## src/rtl/keypad_scanner.sv

```systemverilog
// keypad_scanner
//   Scans a 4x4 active-low matrix keypad, debounces one key at a time and
//   encodes it into the (tipo, number) pair used by the key-interpretation FSM.
//   One key_valid strobe per physical press. A debounced release is required
//   before the next key is accepted. Between strobes tipo/number hold the
//   idle code (1, 4'b1110).
//
//   Optional feature macro: KEY_REPEAT_EN. When it is defined, a held digit
//   key auto-repeats after REPEAT_DELAY held samples and then every
//   REPEAT_RATE held samples.
//
// Ports
//   clk        system clock, rising edge
//   reset      asynchronous, active-low reset
//   row_in     keypad rows, active-low, already synchronised
//   col_out    column drive, one-cold
//   tipo       0 = digit, 1 = sign / reset-key
//   number     key code
//   key_valid  one-clock strobe qualifying tipo/number
//   key_held   high while an accepted key is held
module keypad_scanner #(
    parameter int SCAN_DIV     = 1000,
    parameter int DEBOUNCE_CNT = 20
`ifdef KEY_REPEAT_EN
    ,
    parameter int REPEAT_DELAY = 50,
    parameter int REPEAT_RATE  = 10
`endif
) (
    input  logic       clk,
    input  logic       reset,
    input  logic [3:0] row_in,
    output logic [3:0] col_out,
    output logic       tipo,
    output logic [3:0] number,
    output logic       key_valid,
    output logic       key_held
);

    localparam int DIV_W = $clog2(SCAN_DIV) + 1;
    localparam int DB_W  = $clog2(DEBOUNCE_CNT) + 1;
`ifdef KEY_REPEAT_EN
    localparam int RPT_MAX = (REPEAT_DELAY > REPEAT_RATE) ? REPEAT_DELAY : REPEAT_RATE;
    localparam int RPT_W   = $clog2(RPT_MAX) + 1;
`endif

    typedef enum logic [1:0] {SCAN, DEBOUNCE, EMIT, HELD} state_t;

    state_t            state_q, state_d;
    logic [DIV_W-1:0]  div_q, div_d;
    logic [1:0]        col_q, col_d;
    logic [1:0]        row_q, row_d;
    logic              ktipo_q, ktipo_d;
    logic [3:0]        knum_q, knum_d;
    logic [DB_W-1:0]   cnt_q, cnt_d;
    logic              tipo_q, tipo_d;
    logic [3:0]        number_q, number_d;
    logic              key_valid_q, key_valid_d;
    logic              key_held_q, key_held_d;
`ifdef KEY_REPEAT_EN
    logic [RPT_W-1:0]  rpt_q, rpt_d;
    logic              rpt_first_q, rpt_first_d;
    logic [RPT_W-1:0]  rpt_inc;
    logic [RPT_W-1:0]  rpt_thr;
`endif

    logic              tick;
    logic              smp_key;
    logic [1:0]        smp_row;
    logic [5:0]        map;
    logic [DB_W-1:0]   cnt_inc;

    // {mapped, tipo, number} for a (row, column) position
    function automatic logic [5:0] key_map(input logic [1:0] r, input logic [1:0] c);
        logic [5:0] m;
        m = 6'b0;
        if (c == 2'd3) begin
            case (r)
                2'd0:    m = {1'b1, 1'b1, 4'b1010};
                2'd1:    m = {1'b1, 1'b1, 4'b1011};
                2'd2:    m = {1'b1, 1'b1, 4'b1100};
                default: m = 6'b0;
            endcase
        end else if (r == 2'd3) begin
            if (c == 2'd0)      m = {1'b1, 1'b1, 4'b1111};
            else if (c == 2'd1) m = {1'b1, 1'b0, 4'b0000};
            else                m = 6'b0;
        end else begin
            m = {1'b1, 1'b0, {2'b0, r} * 4'd3 + {2'b0, c} + 4'd1};
        end
        return m;
    endfunction

    // A sample counts as a key only when exactly one row is pulled low;
    // multi-key chords read as "none".
    always_comb begin
        smp_key = 1'b1;
        smp_row = 2'd0;
        case (row_in)
            4'b1110: smp_row = 2'd0;
            4'b1101: smp_row = 2'd1;
            4'b1011: smp_row = 2'd2;
            4'b0111: smp_row = 2'd3;
            default: smp_key = 1'b0;
        endcase
    end

    assign tick    = (div_q == DIV_W'(SCAN_DIV - 1));
    assign map     = key_map(smp_row, col_q);
    assign cnt_inc = (cnt_q == {DB_W{1'b1}}) ? cnt_q : cnt_q + 1'b1;
`ifdef KEY_REPEAT_EN
    assign rpt_inc = (rpt_q == {RPT_W{1'b1}}) ? rpt_q : rpt_q + 1'b1;
    assign rpt_thr = rpt_first_q ? RPT_W'(REPEAT_RATE) : RPT_W'(REPEAT_DELAY);
`endif

    always_comb begin
        state_d     = state_q;
        div_d       = tick ? '0 : div_q + 1'b1;
        col_d       = col_q;
        row_d       = row_q;
        ktipo_d     = ktipo_q;
        knum_d      = knum_q;
        cnt_d       = cnt_q;
        tipo_d      = 1'b1;
        number_d    = 4'b1110;
        key_valid_d = 1'b0;
        key_held_d  = key_held_q;
`ifdef KEY_REPEAT_EN
        rpt_d       = rpt_q;
        rpt_first_d = rpt_first_q;
`endif
        case (state_q)
            SCAN: begin
                if (tick) begin
                    if (smp_key && map[5]) begin
                        row_d   = smp_row;
                        ktipo_d = map[4];
                        knum_d  = map[3:0];
                        cnt_d   = DB_W'(1);
                        state_d = DEBOUNCE;
                    end else begin
                        col_d = col_q + 2'd1;
                    end
                end
            end
            DEBOUNCE: begin
                if (tick) begin
                    if (smp_key && smp_row == row_q) begin
                        cnt_d = cnt_inc;
                        if (cnt_inc >= DB_W'(DEBOUNCE_CNT)) begin
                            state_d     = EMIT;
                            key_valid_d = 1'b1;
                            tipo_d      = ktipo_q;
                            number_d    = knum_q;
`ifdef KEY_REPEAT_EN
                            rpt_d       = '0;
                            rpt_first_d = 1'b0;
`endif
                        end
                    end else begin
                        cnt_d   = '0;
                        state_d = SCAN;
                        col_d   = col_q + 2'd1;
                    end
                end
            end
            EMIT: begin
                key_held_d = 1'b1;
                cnt_d      = '0;
                state_d    = HELD;
            end
            HELD: begin
                if (tick) begin
                    if (!smp_key) begin
                        if (cnt_inc >= DB_W'(DEBOUNCE_CNT)) begin
                            cnt_d      = '0;
                            key_held_d = 1'b0;
                            state_d    = SCAN;
                            col_d      = col_q + 2'd1;
                        end else begin
                            cnt_d = cnt_inc;
                        end
                    end else begin
                        cnt_d = '0;
`ifdef KEY_REPEAT_EN
                        // Only the latched digit key, still held, advances the repeat timer.
                        if (smp_row == row_q && !ktipo_q) begin
                            if (rpt_inc >= rpt_thr) begin
                                rpt_d       = '0;
                                rpt_first_d = 1'b1;
                                state_d     = EMIT;
                                key_valid_d = 1'b1;
                                tipo_d      = ktipo_q;
                                number_d    = knum_q;
                            end else begin
                                rpt_d = rpt_inc;
                            end
                        end
`endif
                    end
                end
            end
            default: state_d = SCAN;
        endcase
    end

    always_ff @(posedge clk or negedge reset) begin
        if (!reset) begin
            state_q     <= SCAN;
            div_q       <= '0;
            col_q       <= 2'd0;
            row_q       <= 2'd0;
            ktipo_q     <= 1'b1;
            knum_q      <= 4'b1110;
            cnt_q       <= '0;
            tipo_q      <= 1'b1;
            number_q    <= 4'b1110;
            key_valid_q <= 1'b0;
            key_held_q  <= 1'b0;
`ifdef KEY_REPEAT_EN
            rpt_q       <= '0;
            rpt_first_q <= 1'b0;
`endif
        end else begin
            state_q     <= state_d;
            div_q       <= div_d;
            col_q       <= col_d;
            row_q       <= row_d;
            ktipo_q     <= ktipo_d;
            knum_q      <= knum_d;
            cnt_q       <= cnt_d;
            tipo_q      <= tipo_d;
            number_q    <= number_d;
            key_valid_q <= key_valid_d;
            key_held_q  <= key_held_d;
`ifdef KEY_REPEAT_EN
            rpt_q       <= rpt_d;
            rpt_first_q <= rpt_first_d;
`endif
        end
    end

    assign col_out   = ~(4'b0001 << col_q);
    assign tipo      = tipo_q;
    assign number    = number_q;
    assign key_valid = key_valid_q;
    assign key_held  = key_held_q;

endmodule

```

## config.mk

```make
export PLATFORM = sky130hd
export DESIGN_NAME = keypad_scanner
export DESIGN_NICKNAME = d
export VERILOG_FILES = /design/src/rtl/keypad_scanner.sv
export SDC_FILE = /design/constraint.sdc
export NUM_CORES = 1
export LEC_CHECK = 0
export CAP_MARGIN = 0
export CORE_ASPECT_RATIO = 1.75
export CORE_MARGIN = 10
export CORE_UTILIZATION = 30
export DETAILED_ROUTE_END_ITERATION = 8
export PLACE_DENSITY = 0.55
export SLEW_MARGIN = 20
export SYNTH_ARGS = -nofsm -noshare
export SYNTH_HDL_FRONTEND = slang
export SYNTH_SLANG_ARGS = --single-unit
```

## constraint.sdc

```tcl
create_clock -name clk -period 2.18 [get_ports clk]
set_input_delay 0.654 -clock clk [delete_from_list [all_inputs] [get_ports clk]]
set_output_delay 0.654 -clock clk [all_outputs]
set_load 0.1 [all_outputs]
```

==> results_dict.tcl <==
set metrics [dict create \
    r2r_slack_ns 0.13 \
    status "finished with violations" \
    met1Wirelength_um 1810 \
    num_antenna_cells 0 \
    dr.max_layer_used "met4" \
    clkPwrFrac 0.465 \
    cts_root_buffer "clkbuf_16" \
    worstPathCellList "buf_6, xor2_1, and3_4, inv_4, fa_1, buf_4, fa_2, xor2_1, o211ai_1, o21ai_1, o21ai_1" \
    wl_met2_um 2860 \
    vias 1712 \
    yosysTopAreaCell "dfrtp_1" \
    postRouteAntennaNets 0 \
    crit_end "knum_q[2]$_DFFE_PN1P_" \
    cts.sinks 35 \
    post-synth-top-count-cell "dfrtp_1" \
    cp_slowest_cell "fa_1" \
    fmax_ghz 0.419 \
    synth-seq-cells 35 \
    initial_core_util 0.310 \
    io_buffers 16 \
    power_switching_share 0.234 \
    grt_pass1_vias 1802 \
    synth_top_area_frac 0.314 \
    synth_cell_types 55 \
    clkLatencyLatePin_ns 0.28 \
    hpwl_um 3690 \
    drt_iter0_drc 61 \
    cp_max_fo 3 \
    antenna_found_initial 0 \
    p_per_area_nw_per_um2 493 \
    coreArea_um2 6960 \
    finalHoldViolCount 0 \
    synth_edf_count 0 \
    regArea_um2 887 \
    period_needed_ns 2.39 \
    p_seq_frac 0.439 \
    finalCritPeriodShare 1.10 \
    combPwrFrac 0.096 \
    final-setup-viol-count 3 \
    fillers 664 \
    worstMarginPinSlew_ns 0.442 \
    grt_use_total 0.0899 \
    worstHoldPathType "reg -> reg" \
    crit_type "in -> reg" \
    drv_cap 0 \
    die-width_um 84.1 \
    critical_path.top_delay_family "adder cells" \
    routabilityCongestion 0.818 \
    peakVddDrop_mv 0.255 \
    pre_cts_ws_ns -0.921 \
    first_pass_iters 4 \
    crit_path_end_kind "flip-flop" \
    violations "negative setup slack" \
    yosys_warnings 0 \
    report.power.total_w 0.00150 \
    fin_skew_ns 0.00380 \
    cp.depth 11 \
    setup.worst_path.start "row_in[3]" \
    syn-cell-area_um2 2150 \
    slew_headroom 0.705 \
    via_per_inst 4.80 \
    power.internal_w 0.00114 \
    dr_wl_met3_um 144 \
    reg2reg_from "cnt_q[0]$_DFFE_PN0P_" \
    multiInputGateArea_um2 1300 \
    yosysSeqAreaShare 0.411 \
    worst-endpoint-arrival_ns 2.60 \
    synth.net_count 241 \
    ys.flop_type "dfrtp_1" \
    p_sw_w 0.000351 \
    ys_top_cells_by_count "dfrtp_1, nand2_1, ha_1, inv_1, o21ai_0" \
    wirelength_um 4950 \
    clockBufferDepth 2 \
    p_leak_nw 1.34 \
    critPathMaxStageDelay_ns 0.46 \
    final.setup.worst_slack_ns -0.209 \
    cts_buffers 5 \
    crit_path_start_kind "input port" \
    rows 40 \
    grt_max_degree 36 \
    syn_avg_cell_area_um2 9.97 \
    grt_pass1_wl_um 8250 \
    clk_pin_slew_ns 0.05 \
    cts_max_level 2 \
    finalSetupTns_ns -0.528 \
    drive_gt1_frac 0.359 \
    ioPinCount 17 \
    syn-instance-count 216 \
    reg2regPathDepth 8 \
    cp_num_buf_inv 3 \
    drc 0 \
    area_delta_synth_final_pct 40.8 \
    cts_tree "yes" \
    synthArstFlopShare 1.00 \
    drv_slew 0 \
    dieArea_um2 11100 \
    netlist_top_cells_area "dfrtp_1, ha_1, dfstp_2, o21ai_0, nand2_1" \
    die_h_um 132 \
    drt-wirelength-per-cell_um 13.9 \
    rsz0062_at_grt "yes" \
    overflow 0 \
    required_ns 2.39 \
    fin_nets 297 \
]
==> placed cells by master, fill, tap and decap left out, types with 4 or more instances in the layout <==
cell       instances
nand3_1            4
nor3_1             4
xor2_1             6
nand4_1            4
dfstp_2            8
inv_1             14
clkbuf_16          5
xnor2_1            5
nor2_1            13
nand2b_1           4
nand2_1           17
a21oi_1           11
or3_1              4
o21ai_1            6
ha_1              16
o21ai_0           10
dfrtp_1           26
buf_6              5
buf_12             9
buf_4             37
==> flip-flops by register name, summed over array words and instances, names as in the netlist, named ones only <==
register and flops:
div_q 11, col_q 2, cnt_q 6, number 4, knum_q 4, row_q 2
key_held 1, key_valid 1, ktipo_q 1, tipo 1, state_q 1
==> how the worst min path moves through the flow <==
stage	start	to	slack, ns	depth (start not counted)
after floorplan	reset	async pin	0.36	0
after global placement	knum_q[2]$_DFFE_PN1P_	knum_q[2]$_DFFE_PN1P_	0.45	2
after detailed placement	knum_q[3]$_DFFE_PN1P_	knum_q[3]$_DFFE_PN1P_	0.46	2
after CTS	knum_q[3]$_DFFE_PN1P_	knum_q[3]$_DFFE_PN1P_	0.46	2
after global routing	knum_q[1]$_DFFE_PN1P_	knum_q[1]$_DFFE_PN1P_	0.47	2
final	knum_q[1]$_DFFE_PN1P_	knum_q[1]$_DFFE_PN1P_	0.46	2
==> final cells by class <==
class,instances,area share
clock inverter,2,0.00412
sequential,35,0.292
inverter,17,0.0231
tap,84,0.0346
timing repair buffer,54,0.176
clock buffer,6,0.0425
multi-input combinational,159,0.427
==> cells by family (layout without fill, tap and decap cells) <==
family                     after synthesis  count (layout)  synth area share
and+or+nand+nor                         71              71             0.185
AOI/OAI and AO/OA                       52              52             0.167
DFF                                     35              35             0.411
buffers and inverters                   22              79            0.0406
adders and majority gates               19              19             0.117
xor gates and xnor gates                12              12            0.0523
muxes                                    5               5            0.0267
==> repair_timing <==
item                       CTS  global route
buffers inserted             3             7
pin swaps                    7             6
resized for setup           25            19
hold buffers                 0             0
setup endpoints to repair   24            18
==> worst reg2reg max path, delay by kind of cell, from the launching register on <==
| family | cells | cell delay (ns) |
|---|---|---|
| AO/OA/AOI/OAI | 4 | 0.71 |
| adder cells (fa/ha/maj) | 1 | 0.21 |
| buffers and inverters | 1 | 0.18 |
| flip-flops | 1 | 0.38 |
| AND/OR/NAND/NOR | 2 | 0.43 |
==> through the flow <==
stage          cells  hold slack (ns)  utilization  area (um^2)
5_1_grt          357            0.475        0.436         3030
3_5_place_dp     339            0.456        0.389         2700
2_1_floorplan    216            0.358            -         2170
4_1_cts          350            0.465        0.417         2900
6_report         357            0.460        0.436         3030
3_3_place_gp     339            0.452        0.389         2700
==> metal layers <==
metal	vias to the layer above	GRT usage
met5	-	0
met2	17	0.171
met3	7	0.0210
met1	810	0.0787
met4	0	0.0607
li1	878	-
==> power groups by stage <==
stage / registers [W] / clock network, W / logic (W)
floorplan: 0.000668 / 0 / 0.0000581
global placement: 0.000667 / 0 / 0.000123
detailed placement: 0.000667 / 0 / 0.000124
CTS: 0.000656 / 0.000717 / 0.000134
global route: 0.000656 / 0.000740 / 0.000159
finish: 0.000656 / 0.000696 / 0.000144
No activity file was read; power rests on OpenSTA's default activity.
